--- src/rtl/prefix_add_arbiter.sv ---
// prefix_add_arbiter: round-robin arbiter that shares one 8-bit prefix adder
// among NREQ operand requesters. The result goes into a single-entry output slot.
//   clk, rst_n            clock, synchronous active-low reset
//   req_valid/req_ready   per-requester handshake (req_ready is the combinational grant)
//   req_a, req_b          packed 8-bit operands, requester i at [8i+7:8i]
//   rsp_valid/rsp_ready   output slot handshake
//   rsp_id, rsp_sum, rsp_cout  registered result tagged with the owning requester

// gptprefix8_l4: 8-bit Kogge-Stone prefix adder.
//   a, b   operands
//   cin    carry in
//   sum    a+b+cin mod 256
//   cout   carry out of bit 7
module gptprefix8_l4 (
    input  logic [7:0] a,
    input  logic [7:0] b,
    input  logic       cin,
    output logic [7:0] sum,
    output logic       cout
);

    logic [7:0] g0, p0, g1, p1, g2, p2, g3;

    // Carry-in is folded into bit 0 generate, so g3[i] is the carry out of bit i
    always_comb begin : prefix_tree
        p0    = a ^ b;
        g0    = a & b;
        g0[0] = g0[0] | (p0[0] & cin);

        g1 = g0;
        p1 = p0;
        for (int i = 1; i < 8; i++) begin
            g1[i] = g0[i] | (p0[i] & g0[i-1]);
            p1[i] = p0[i] & p0[i-1];
        end

        g2 = g1;
        p2 = p1;
        for (int i = 2; i < 8; i++) begin
            g2[i] = g1[i] | (p1[i] & g1[i-2]);
            p2[i] = p1[i] & p1[i-2];
        end

        g3 = g2;
        for (int i = 4; i < 8; i++) begin
            g3[i] = g2[i] | (p2[i] & g2[i-4]);
        end

        sum  = p0 ^ {g3[6:0], cin};
        cout = g3[7];
    end

endmodule

module prefix_add_arbiter #(
    parameter int unsigned NREQ = 4,
    parameter int unsigned IDW  = $clog2(NREQ)
) (
    input  logic              clk,
    input  logic              rst_n,
    input  logic [NREQ-1:0]   req_valid,
    output logic [NREQ-1:0]   req_ready,
    input  logic [8*NREQ-1:0] req_a,
    input  logic [8*NREQ-1:0] req_b,
    output logic              rsp_valid,
    input  logic              rsp_ready,
    output logic [IDW-1:0]    rsp_id,
    output logic [7:0]        rsp_sum,
    output logic              rsp_cout
);

    localparam int unsigned DW = 8;

    localparam logic [0:0] ST_EMPTY = 1'b0;
    localparam logic [0:0] ST_FULL  = 1'b1;

    logic [0:0]     state_q, state_d;
    logic [IDW-1:0] ptr_q;
    logic [IDW-1:0] gnt_idx;
    logic           gnt_found;
    logic           accept;
    logic           grant;
    logic [DW-1:0]  a_sel, b_sel, add_sum;
    logic           add_cout;

    // Round-robin scan starting at ptr_q, wrapping modulo NREQ
    always_comb begin : rr_scan
        logic [IDW:0] idx_w;
        gnt_idx   = '0;
        gnt_found = 1'b0;
        idx_w     = '0;
        for (int k = 0; k < int'(NREQ); k++) begin
            idx_w = {1'b0, ptr_q} + (IDW+1)'(k);
            if (idx_w >= (IDW+1)'(NREQ)) begin
                idx_w = idx_w - (IDW+1)'(NREQ);
            end
            if (!gnt_found && req_valid[idx_w[IDW-1:0]]) begin
                gnt_found = 1'b1;
                gnt_idx   = idx_w[IDW-1:0];
            end
        end
    end

    // Slot can take a new result when empty or when it drains this cycle
    assign accept    = (state_q == ST_EMPTY) | rsp_ready;
    assign grant     = rst_n & accept & gnt_found;
    assign req_ready = grant ? (NREQ'(1) << gnt_idx) : '0;

    // Winner's operands feed the shared adder
    assign a_sel = req_a[{gnt_idx, 3'b000} +: DW];
    assign b_sel = req_b[{gnt_idx, 3'b000} +: DW];

    gptprefix8_l4 u_adder (
        .a    (a_sel),
        .b    (b_sel),
        .cin  (1'b0),
        .sum  (add_sum),
        .cout (add_cout)
    );

    // Slot occupancy next state; a grant wins over a drain
    always_comb begin : fsm_next
        state_d = state_q;
        case (state_q)
            ST_EMPTY: begin
                if (grant) state_d = ST_FULL;
            end
            ST_FULL: begin
                if (grant)          state_d = ST_FULL;
                else if (rsp_ready) state_d = ST_EMPTY;
            end
            default: state_d = ST_EMPTY;
        endcase
    end

    always_ff @(posedge clk) begin : fsm_reg
        if (!rst_n) state_q <= ST_EMPTY;
        else        state_q <= state_d;
    end

    // Round-robin pointer moves past the winner only on a grant
    always_ff @(posedge clk) begin : ptr_reg
        if (!rst_n) begin
            ptr_q <= '0;
        end else if (grant) begin
            if (gnt_idx == IDW'(NREQ - 1)) ptr_q <= '0;
            else                           ptr_q <= gnt_idx + IDW'(1);
        end
    end

    // Output slot: load on grant, clear on drain, otherwise hold
    always_ff @(posedge clk) begin : slot_reg
        if (!rst_n) begin
            rsp_valid <= 1'b0;
            rsp_id    <= '0;
            rsp_sum   <= '0;
            rsp_cout  <= 1'b0;
        end else if (grant) begin
            rsp_valid <= 1'b1;
            rsp_id    <= gnt_idx;
            rsp_sum   <= add_sum;
            rsp_cout  <= add_cout;
        end else if (rsp_valid && rsp_ready) begin
            rsp_valid <= 1'b0;
        end
    end

endmodule

--- config.mk ---
export PLATFORM = sky130hd
export DESIGN_NAME = prefix_add_arbiter
export DESIGN_NICKNAME = d
export VERILOG_FILES = /design/src/rtl/prefix_add_arbiter.sv
export SDC_FILE = /design/constraint.sdc
export NUM_CORES = 1
export LEC_CHECK = 0
export CELL_PAD_IN_SITES_DETAIL_PLACEMENT = 1
export CELL_PAD_IN_SITES_GLOBAL_PLACEMENT = 1
export CORE_MARGIN = 3
export CORE_UTILIZATION = 26
export CTS_BUF_LIST = sky130_fd_sc_hd__clkbuf_8 sky130_fd_sc_hd__clkbuf_16
export CTS_CLUSTER_SIZE = 28
export DETAILED_ROUTE_END_ITERATION = 8
export PLACE_DENSITY = 0.81
export SYNTH_ARGS = -nofsm -noshare
export SYNTH_HDL_FRONTEND = slang
export SYNTH_SLANG_ARGS = --single-unit
--- constraint.sdc ---
create_clock -name clk -period 3.4 [get_ports clk]
set_input_delay 0.68 -clock clk [delete_from_list [all_inputs] [get_ports clk]]
set_output_delay 0.68 -clock clk [all_outputs]
set_load 0.05 [all_outputs]
* Word-level counts from Yosys, hierarchy flattened
Cells that the tools add are included.
** Storage, ports and cells
- Register bits after elaboration :: 15
- Output and inout bits :: 16
- Word-level logic and storage cells :: 113
** Cells by class
- Add/sub/neg operators :: 8
- Magnitude comparators :: 8
- Eq/ne operators :: 1
- Shifts and indexed selects :: 3
- Muxes and demuxes :: 28
- Bitwise gates (word level) :: 51
- Reduce and logical (&&, ||, !) cells :: 8
** Operators with widths (number)
- 32-bit by 6-bit indexed part select with 8-bit output :: 2
- 1-bit bitwise AND :: 29
- 2-bit two-way mux :: 9
- 1-bit OR :: 18
- 8-bit XOR :: 2
- 1-bit two-way mux :: 13
- 2-bit by 3-bit less-than comparator with 1-bit output (second input constant) :: 4
- 3-bit greater-or-equal comparator (second input constant) :: 3
- 8-bit bitwise AND :: 1
- 1-bit binary-select mux with 2-bit select :: 4
- 2-bit by 1-bit subtractor with 2-bit output (second input constant) :: 4
- 2-bit by 2-bit adder with 3-bit output (second input constant) :: 2
- 1-bit logical AND :: 4
- 4-bit two-way mux :: 1
- 1-bit by 2-bit << shifter with 4-bit output (first input constant) :: 1
- 2-bit by 1-bit adder with 3-bit output (second input constant) :: 1
- 2-bit by 3-bit greater-or-equal comparator with 1-bit output (second input constant) :: 1
- 1-bit logical NOT :: 3
- 2-bit by 1-bit adder with 2-bit output (second input constant) :: 1
- 2-bit == test (second input constant) :: 1
- 1-bit case mux with 2 select lines :: 1
- 2-bit nonzero test :: 1
- 1-bit inverter :: 1

* Depth between registers and ports, before layout
- Word-level depth :: 22
- Mapped depth :: 15
- Gate-level depth less buffers :: 14

* Hierarchy
A second synthesis with hierarchy kept.
** Second synthesis, totals
- Cell total of the unflattened synthesis :: 177
- Area total of the unflattened synthesis :: 1540.2 um^2
** By module, submodules not included
- prefix_add_arbiter :: instances 1, cells each 136, area an instance 1203.7 um^2
- gptprefix8_l4 :: instances 1, cells each 41, area an instance 336.6 um^2

* Worst setup path before layout
No wires, ideal clock.
- Path type :: input to register
- From :: in req_valid[2]
- To :: reg rsp_sum[6]
- Setup time :: 116 ps
- Arrival :: 2943 ps
- Data required time :: 3284 ps
- Setup slack :: 340 ps
- Stages on the path :: 15
- Buffers on the path :: 1
- Cells stage by stage :: nor2b_1 -> o21ai_1 -> o221ai_4 -> inv_4 -> buf_6 -> nand2_1 -> a32oi_1 -> ha_1 -> inv_1 -> fa_1 -> nor2b_1 -> o31a_1 -> o31a_1 -> a211oi_1 -> a31o_2
** On the way
- Longest elaborated chain between the ends :: 20
- Elaborated cells between the ends (all ways) :: 41
- Those cells by class :: shift: 2; mux: 16; bitwise: 17; reduce/logical: 6
** Ends and longest elaborated chain
- from (decl) :: RTL line 61 : input logic [NREQ-1:0] req_valid,
- 1-bit binary-select mux with 2-bit select :: RTL line 97 : if (!gnt_found && req_valid[idx_w[IDW-1:0]]) begin
- 1-bit two-way mux (not written as such) :: RTL line 97
- 1-bit two-way mux :: RTL line 97
- 1-bit logical NOT :: RTL line 97
- 1-bit logical AND :: RTL line 97
- 1-bit two-way mux :: RTL line 97
- 1-bit logical NOT :: RTL line 97
- 1-bit logical AND :: RTL line 97
- [... 4 more ...]
- net gnt_idx[0] :: RTL line 79 : logic [IDW-1:0] gnt_idx;
- 32-bit by 6-bit indexed part select with 8-bit output, on equally long branches :: RTL line 110, 111
- 8-bit XOR or 8-bit bitwise AND (tied branches) :: RTL line 26, 27
- 1-bit bitwise AND :: RTL line 33 : g1[i] = g0[i] | (p0[i] & g0[i-1]);
- 1-bit OR :: RTL line 33
- 1-bit bitwise AND :: RTL line 40 : g2[i] = g1[i] | (p1[i] & g1[i-2]);
- 1-bit OR :: RTL line 40
- 1-bit OR :: RTL line 46 : g3[i] = g2[i] | (p2[i] & g2[i-4]);
- 8-bit XOR (*) :: RTL line 49 : sum = p0 ^ {g3[6:0], cin};
- to (signal assigned) :: RTL line 161 : rsp_sum <= add_sum;
- to (decl) :: RTL line 68 : output logic [7:0] rsp_sum,
The timed path passes the listed nets; every way through them passes the cells marked *. The select of a mux whose other input is x is not followed.
A chain may end at the register's enable or synchronous reset.

* Final worst setup path
- From :: in req_valid[0]
- To :: reg rsp_sum[6]
** On the way
- Longest elaborated chain between the ends :: 20
- Elaborated cells between the ends (all ways) :: 41
- Those cells by class :: shift: 2; mux: 16; bitwise: 17; reduce/logical: 6
** Ends and longest elaborated chain (RTL line)
- 1-bit binary-select mux with 2-bit select :: 97
- 1-bit two-way mux (not written as such) :: 97
- 1-bit two-way mux :: 97
- 1-bit logical NOT :: 97
- 1-bit logical AND :: 97
- 1-bit two-way mux :: 97
- 1-bit logical NOT :: 97
- 1-bit logical AND :: 97
- [... 4 more ...]
- 32-bit by 6-bit indexed part select with 8-bit output, on equally long branches :: 110, 111
- 8-bit XOR or 8-bit bitwise AND (tied branches) :: 26, 27
- 1-bit bitwise AND :: 33
- 1-bit OR :: 33
- 1-bit bitwise AND :: 40
- 1-bit OR :: 40
- 1-bit OR :: 46
- 8-bit XOR :: 49
Parallel ways exist; a longest one is shown, timed or not. The select of a mux whose other input is x is not followed.

==> results.md <==
* Status: completed
* VDD IR-drop max at 0.000396 V
* DPL Wire Length at 4520 um
* Netlist cell types at 42
* Startpoint types: primary input
* DR vias at 2015
* Top cell type's share of synthesized area at 0.193
* Core Rows at 27
* Initial antenna violation count at 0
* Starting density of the core at 0.275
* Final Skew at 0.00536 ns
* Nets at 413
* EDFF count, synth at 0
* RSZ-0062 raised after global routing: false
* Placed Area at 0.00264 mm^2
* Area leader, netlist: dfxtp_1
* First-pass GRT wire length at 9450 um
* Worst Path Max Fanout at 5
* DRT iter0 DRCs at 59
* Die area at 0.00694 mm^2
* Hold buffer count at cts at 0
* Root Buffer: clkbuf_8
* Pleak at 1.25 nW
* Dpl ws at -0.290 ns
* Ys Warns at 0
* #FFs+latches synth at 15
* Total Wirelength at 6170 um
* Worst slew pin tran at 0.674 ns
* Worst-path clk slew at 0.07 ns
* Core area at 0.00564 mm^2
* Final Instance Area at 0.00286 mm^2
* Ranking of synthesized cells by area: dfxtp_1 (19%), nand2_1 (15%), ha_1 (9.7%), a32oi_1 (9.0%), a21oi_1 (6.4%)
* GRT Resource Usage Total at 0.159
* Max frequency at 311 MHz
* Avg Cell Area, Syn at 7.23 um^2
* Worst hold path class: reg2reg
* Routed vias/inst at 5.04
* Final hold vios at 0
* H-tree depth at 1
* DR pass1 iterations at 4
* Rel. slew slack at 0.551
* Crit path DAT at 3.41 ns
* Die Width at 83.3 um
* Period minus WS final at 3.22 ns
* Routed Antenna Nets at 0
* # setup viols final at 0
* R2r setup slk at 0.38 ns
* Vias in the first global route at 1974
* Fin crit share at 0.946
* Layout Cells excl Fill at 400
* Mapped cell area at 0.00155 mm^2
* Num ports at 87
* Kind of critical path: in2reg
* Die Span Y at 83.3 um
* Total chip power at 1.55 mW
* Clk_lat worst skew at 0.25 ns
* Routed length per instance at 15.4 um
* Global placement routability congestion at 0.794
* Antenna diode count at 0
* Port Buffers at 86
* Syn Inst Count at 215
* Largest net degree at the start of global routing at 31
* Layout area overhead at 84.2%
* Worst EP required at 3.59 ns
* FFs w/ async S/R, synth at 0
* Slew Viols, Final at 0
* Number of buffers created by CTS at 3
* DRC at 0
* Buffer depth of the longest clock path at 2
* Crit end category: register
* Setup TNS at 0 ns
* Maxcap violations at 0
* Clock tree sinks at 15
* Layout Utilization at 0.507
* Sequential area share after synthesis at 0.193
* Layout cells sized above 1 at 0.186
* Syn Nets at 299
* Final hold slack at 0.463 ns
* TritonCTS clock tree: yes
* Most used DFF post-synth: dfxtp_1
* Cell total after placement at 383
* Setup ws final at 0.183 ns
* Pwr Density at 541 mW/mm^2
* Global route overflow at 0
-- sequential cells by signal (all words and copies together), names as in the netlist --
name,flops
state_q,1
rsp_valid,1
rsp_sum,8
rsp_id,2
rsp_cout,1
ptr_q,2
-- Yosys cell counts, drive strengths merged, types with 2 or more instances --
| library cell | n |
|---|---|
| o21ai | 12 |
| a21oi | 22 |
| a32oi | 16 |
| a21o | 2 |
| and3 | 6 |
| a21boi | 7 |
| and2 | 2 |
| a211oi | 4 |
| o31a | 2 |
| nand2b | 2 |
| nand2 | 62 |
| nor2b | 5 |
| clkbuf | 3 |
| ha | 12 |
| buf | 11 |
| nor2 | 7 |
| o21a | 2 |
| inv | 5 |
| a32o | 2 |
| dfxtp | 15 |
-- per-layer routing --
layer | part of all wire | GRT usage | vias to the layer above
li1 | - | - | 1010
met1 | 0.50 | 0.235 | 947
met2 | 0.45 | 0.247 | 55
met3 | 0.042 | 0.0258 | 3
met4 | 0.0041 | 0.0223 | 0
met5 | 0 | 0 | -
-- path summary, 6_finish.rpt --
kind / from / endpoint / cells past startpoint
max reg2reg: ptr_q[0] / rsp_sum[6] / 14
min: rsp_sum[3] / rsp_sum[3] / 2
min reg2reg: rsp_sum[3] / rsp_sum[3] / 2
max: req_valid[0] / rsp_sum[6] / 15
-- critical path, cell delays in order --
cell	delay, ns
dlymetal6s2s_1	0.16
and2b_1	0.19
a21oi_2	0.15
o221ai_4	0.17
buf_12	0.16
buf_4	0.14
buf_4	0.13
nand2_1	0.06
a32oi_1	0.07
ha_1	0.36
nor2b_2	0.17
o31a_1	0.30
o31a_1	0.33
a211oi_2	0.20
a31o_2	0.12
-- cell type report --
type	count	area, um^2
inverter	5	23.8
clock buffer	3	41.3
sequential	15	300
clock inverter	1	7.51
multi-input combinational	181	1170
timing repair buffer	122	1220
timing repair inverter	1	5.00
fill	681	2780
tap	72	90.1
-- logic make-up (layout without fill, tap and decap cells) --
group / Yosys count / count (layout) / share of synthesized area
adders and majority gates: 13 / 13 / 0.109
and+or+nand+nor: 91 / 91 / 0.265
AOI/OAI and AO/OA: 76 / 76 / 0.353
xor gates and xnor gates: 1 / 1 / 0.00564
DFF: 15 / 15 / 0.193
buffers and inverters: 19 / 132 / 0.0741
-- placed cells by master, fill, tap and decap left out, types with 6 or more instances in the layout --
cell type / count
a21oi_1: 19
a32oi_1: 16
and3_1: 6
buf_12: 6
buf_4: 33
clkdlybuf4s50_1: 78
dfxtp_1: 15
ha_1: 11
nand2_1: 62
nor2_1: 6
o21ai_0: 7
-- report_power, final --
part	internal [mW]	total [mW]	switching [mW]	leakage (nW)
clock	0.0824	0.149	0.0667	0.0217
sequential	0.224	0.258	0.0343	0.125
combinational	0.543	1.14	0.598	1.10
total	0.850	1.55	0.699	1.25
-- repair_timing --
item | 4_1_cts | 5_1_grt
resized for setup | 1 | 19
pin swaps | 1 | 10
gates cloned | 0 | 2
setup buffers | 0 | 11
setup endpoints to repair | 2 | 5
Power figures use the tool's default switching activity.
==> RTL change 1, RTL diff (same flow settings) <==
`NREQ`: 4 -> 8.
--- a/src/rtl/prefix_add_arbiter.sv
+++ b/src/rtl/prefix_add_arbiter.sv
@@ -54,5 +54,5 @@
 
 module prefix_add_arbiter #(
-    parameter int unsigned NREQ = 4,
+    parameter int unsigned NREQ = 8,
     parameter int unsigned IDW  = $clog2(NREQ)
 ) (
Ports: changed (5 resized); port bits go from 87 to 160. No check against the original RTL was run, so the function may have changed too.
==> RTL change 1 against the original RTL <==
The run now ends with setup timing left; maximum frequency fell by 33%; sequential cell count rose by 2; synthesized area rose by 100%; design area rose by 120%; via count rose by 100%; global-route usage rose by 6.6 points; worst setup slack got worse by 1600 ps; clock skew fell by 1.3 ps; non-clock buffer count rose by 140; synthesized cell count rose by 70%; core utilization rose by 3.0 points; wire length rose to 2.8 times the old value; critical path type is now reg -> reg; largest cell class is now multi-input combinational cells.
Power is not shown: default switching activity piles up to over one toggle a cycle in this logic, so the estimate is an artifact.
==> RTL change 1: results (changes against the original RTL) <==
Outcome
  – Outcome: complete, but fails checks
  – Violations in the final reports: setup timing

Global route
  – First-pass GRT wire length: 23400 µm (+150%)
  – Met1 GRT Util: 23.5% (about the same)
  – Number of global-route vias before repair: 4569 (+130%)
  – Pin count of the biggest net entering global routing: 18 (-42%)
  – Met3 usage: 3.19% (+0.61 points)
  – Met2 Resource Use GR: 42.6% (+18 points)
  – Total routing usage reported by global routing: 22.5% (+6.6 points)

Logic synthesis
  – Sequential area share after synthesis: 10.9% (-8.4 points)
  – Main area contributors after synthesis: mux2i_1 (30%), dfxtp_1 (11%), mux4_2 (9.4%)
  – Synth top area share: 29.6% (+10 points)
  – Leading cell types by count after synthesis: mux2i_1 (92), nand2_1 (37), a21oi_1 (26)
  – Gate count of the mapped netlist: 365 (+70%)
  – Number of unique standard cell types used by synthesis: 43 (+2.4%)
  – Synthesized netlist net count: 521 (+74%)

CTS
  – Clk buf depth: 2 (unchanged)
  – Clock Tree Root: clkbuf_16
  – H-tree level count: 1 (unchanged)
  – Number of clock buffers inserted by TritonCTS: 3 (unchanged)

Placed design
  – Routability-driven placement congestion ratio: 0.844 (+6.3%)
  – Number of input and output port buffers inserted: 159 (+85%)
  – Total placed cells including tap cells: 712 (+86%)
  – Final HPWL from detailed placement: 11400 µm (+150%)
  – Post-DP Area: 5470 µm² (+110%)

Layout
  – Largest registers ranked by flip-flop count: rsp_sum (8), ptr_q (3), rsp_id (3)
  – Share of final-layout standard cells stronger than drive strength 1: 34.7% (+16 points)
  – Final net count: 757 (+83%)

Setup path
  – Biggest fanout along the worst timing path: 7 (+2)
  – Cell with the biggest individual delay on the critical path: mux4_2
  – Launching element of the worst setup path: ptr_q[0]
  – Critical path's largest stage delay: 580 ps (+220 ps)
  – Crit path DAT: 5000 ps (+1590 ps)

Drt
  – Via count: 4125 (+100%)
  – Total Routed Length: 17500 µm (+180%)
  – Number of DRC markers in iteration 0: 177 (+200%)
  – Met2 routed wirelength: 9490 µm (+240%)
  – Met1 routed wirelength after detailed routing: 6190 µm (+100%)
  – Met3 routed WL: 877 µm (+240%)
  – Per-cell via count in the routed design: 5.55 (+10%)

Timing
  – Crit path setup slack, layout: -1420 ps (-1600 ps)
  – Max_slew headroom: 60.4% (+5.3 points)
  – Final Setup Violations: 19 (+19)
  – Clock Skews: 4.03 ps (-1.32 ps)

Hold path
  – Min-Delay Path Class: reg -> reg
  – Start point of the worst hold path: rsp_id[1]
RTL change 1: changes by cell type after synthesis, moves of 8 or more:
| cell | change |
|---|---|
| mux2i_1 | +92 |
| nand2_1 | -25 |
| a22o_1 | +16 |
| a32oi_1 | -14 |
| mux4_2 | +13 |
| nand3_1 | +11 |
| buf_2 | +8 |
| inv_1 | +8 |
RTL change 1: stage by stage:
step | setup TNS (ps) | setup WS, ps | utilization [%]
final | -19050 | -1420 | 53.7
after CTS | -15820 | -1120 | 51.6
after detailed placement | -25130 | -1800 | 47.3
after floorplan | -11920 | -1090 | -
after global routing | -21190 | -1520 | 53.7
after global placement | -21930 | -1580 | 47.3
RTL change 1: cells by family after synthesis:
logic type / count (synthesis) / share of synthesized area, %
xor gates and xnor gates: 10 / 2.81
and+or+nand+nor: 80 / 11.8
AOI/OAI and AO/OA: 87 / 19.0
muxes: 110 / 40.8
adders and majority gates: 17 / 7.07
buffers and inverters: 44 / 7.56
DFF: 17 / 10.9
RTL change 1: timing repair:
item                                    in CTS  in global routing
pin swaps                                   18                 17
setup buffers                               16                 11
endpoints found under the setup margin      19                 19
gates resized for setup                     64                 48
hold buffers                                 0                  0
hold endpoints to repair                     0                  0
gates cloned                                 4                  0
RTL change 1: area by class of cell:
cell class	count	area, µm²
repair buffers	262	2610
well taps	143	179
clock buffers	3	75.1
clock inverters	1	5.00
flip-flops and latches	17	345
multi-input cells	304	2940
fillers	1224	5350
inverters	13	62.6
RTL change 1: path summary, 6_finish.rpt:
kind                            cells past startpoint        end  slack (ps)
worst max-delay path                               23   rsp_cout       -1420
worst min-delay path                                2  rsp_id[1]         490
worst max register to register                     23   rsp_cout       -1420
worst min register to register                      2  rsp_id[1]         490
==> RTL change 2, RTL diff (same flow settings) <==
Without the edit above. Reset style: asynchronous (`rst_n`), changed in 3 clocked blocks. Comments in the files are not updated.
--- a/src/rtl/prefix_add_arbiter.sv
+++ b/src/rtl/prefix_add_arbiter.sv
@@ -134,5 +134,5 @@
     end
 
-    always_ff @(posedge clk) begin : fsm_reg
+    always_ff @(posedge clk or negedge rst_n) begin : fsm_reg
         if (!rst_n) state_q <= ST_EMPTY;
         else        state_q <= state_d;
@@ -140,5 +140,5 @@
 
     // Round-robin pointer moves past the winner only on a grant
-    always_ff @(posedge clk) begin : ptr_reg
+    always_ff @(posedge clk or negedge rst_n) begin : ptr_reg
         if (!rst_n) begin
             ptr_q <= '0;
@@ -150,5 +150,5 @@
 
     // Output slot: load on grant, clear on drain, otherwise hold
-    always_ff @(posedge clk) begin : slot_reg
+    always_ff @(posedge clk or negedge rst_n) begin : slot_reg
         if (!rst_n) begin
             rsp_valid <= 1'b0;
Behaviour: differs if rst_n is asserted again (counterexample within 4 cycles, from zero or initial values and one cycle with rst_n low); with rst_n held inactive, the same outputs for 10 cycles.
==> RTL change 2 against the original RTL <==
Die area is 1.9% higher; largest power group unchanged; worst setup slack worse by 8.4 ps; critical endpoint is now rsp_sum[7]; total power is 48% higher; wire length is 6.7% lower; cell count is 12% lower; design area is 3.4% higher; via count is 15% lower; sequential cell count stayed put; sequential share of layout area is 2.2 points higher; synthesized area is 2.0% higher.
==> RTL change 2: results (changes against the original RTL) <==
Logic synthesis
  – Compound-Gate Fraction of Synth Area: 13.4% (-22 points)
  – Share of flip-flops with an asynchronous set or reset after synthesis: 100% (+100 points)
  – Mux contribution to synthesized area: 31.7% (+32 points)
  – Synthesized-area fraction occupied by xor and xnor cells: 1.66% (+1.1 points)
  – Main area contributors after synthesis: mux2i_1 (30%), dfrtp_1 (24%), ha_1 (9.5%)
  – Synthesized netlist net count: 253 (-15%)
  – Adder-cell share of the synthesized area: 10.7% (-0.22 points)
  – Number of unique standard cell types used by synthesis: 31 (-26%)

Timing
  – Max_slew headroom: 55.6% (+0.53 points)
  – Clock Skews: 3.74 ps (-1.62 ps)

Drt
  – Per-cell via count in the routed design: 4.84 (-3.9%)
  – Total Routed Length: 5750 µm (-6.7%)
  – Number of DRC markers in iteration 0: 42 (-29%)

Layout
  – Final net count: 365 (-12%)
  – Final-layout fill cell count: 633 (-7.0%)

Outcome
  – Outcome: completed

Power and ir drop
  – Net switching power: 1.05 mW (+51%)
  – Static Leakage: 1.35 nW (+7.8%)
  – Worst IR drop on VDD: 441 µV (+11%)

Setup path
  – CP top delay family: buffers and inverters
  – Critical path's largest stage delay: 300 ps (-60 ps)
  – Biggest fanout along the worst timing path: 6 (+1)
  – Cell with the biggest individual delay on the critical path: ha_2
  – Number of cells traversed by the worst register-to-register path: 15 (+1)

Placed design
  – Pre-CTS setup slack: -394 ps (-104 ps)
  – Final HPWL from detailed placement: 4330 µm (-4.2%)
  – Routability-driven placement congestion ratio: 0.775 (-2.4%)

Global route
  – Total routing usage reported by global routing: 15.2% (-0.68 points)
  – Number of global-route vias before repair: 1900 (-3.7%)
  – Pin count of the biggest net entering global routing: 20 (-35%)
  – First-pass GRT wire length: 8840 µm (-6.5%)
[RTL change 2: changes by cell type in the layout (fill, tap and decap cells not counted), moves of 4 or more]
cell,change
nand2_1,-43
a21oi_1,-14
and3_1,-6
buf_4,-10
mux2i_1,+43
a21boi_0,-4
dfrtp_1,+15
dfxtp_1,-15
a32oi_1,-16
[RTL change 2: final timing paths]
| check | startpoint | end | slack, ps |
|---|---|---|---|
| setup / recovery | req_valid[1] | rsp_sum[7] | 170 |
| hold / removal | rsp_sum[4] | rsp_sum[4] | 480 |
| setup reg to reg | ptr_q[0] | rsp_sum[7] | 400 |
| hold reg to reg | rsp_sum[4] | rsp_sum[4] | 480 |
| max in group asynchronous | rst_n | rsp_sum[7] | 2400 |
| min in group asynchronous | rst_n | ptr_q[0] | 820 |
[RTL change 2: cell type report]
class | count | area (µm²) | area share [%]
multi-input cells | 139 | 1220 | 41.2
repair buffers | 116 | 1210 | 40.8
flip-flops and latches | 15 | 375 | 12.7
well taps | 72 | 90.1 | 3.04
clock buffers | 3 | 41.3 | 1.40
inverters | 6 | 22.5 | 0.761
clock inverters | 1 | 5.00 | 0.169
[RTL change 2: metal layers]
layer  up-vias  global-route usage (%)  share of wire (%)
met5         -                       0                  0
met4         0                    2.92               0.89
met3         4                    2.76                4.1
met2        49                    30.2                 58
met1       825                    16.6                 37
li1        826                       -                  -
[RTL change 2: power groups by stage]
stage,sequential (mW),clock [mW],combinational (mW)
5_1_grt,0.322,0.162,1.97
3_3_place_gp,0.306,0,1.47
2_1_floorplan,0.511,0,0.756
3_5_place_dp,0.309,0,1.51
4_1_cts,0.310,0.152,1.72
6_report,0.311,0.147,1.83
[RTL change 2: kinds of logic (layout without fill, tap and decap cells)]
| group | after synthesis | count (layout) |
|---|---|---|
| xor+xnor | 3 | 3 |
| fa+ha+maj | 13 | 13 |
| mux | 50 | 50 |
| flops | 15 | 15 |
| compound gates | 34 | 34 |
| simple gates | 39 | 39 |
| buf+inv | 15 | 126 |
[RTL change 2: metrics by stage]
step | area [µm²] | cells | TNS, ps
floorplan | 1590 | 169 | 0
detailed placement | 2680 | 340 | -1620
global route | 2960 | 352 | 0
global placement | 2680 | 340 | -938
CTS | 2900 | 350 | 0
finish | 2960 | 352 | 0
[RTL change 2: worst min-delay path, stage by stage (launching register included)]
cell and delay [ps]:
dfrtp_1 350, nand2_1 50, nand2_1 50
[RTL change 2: what timing repair did]
item                       4_1_cts  5_1_grt
resized for setup               25       15
gates cloned                     1        0
buffers inserted                 5        2
pin swaps                       15       11
setup endpoints to repair        4       10
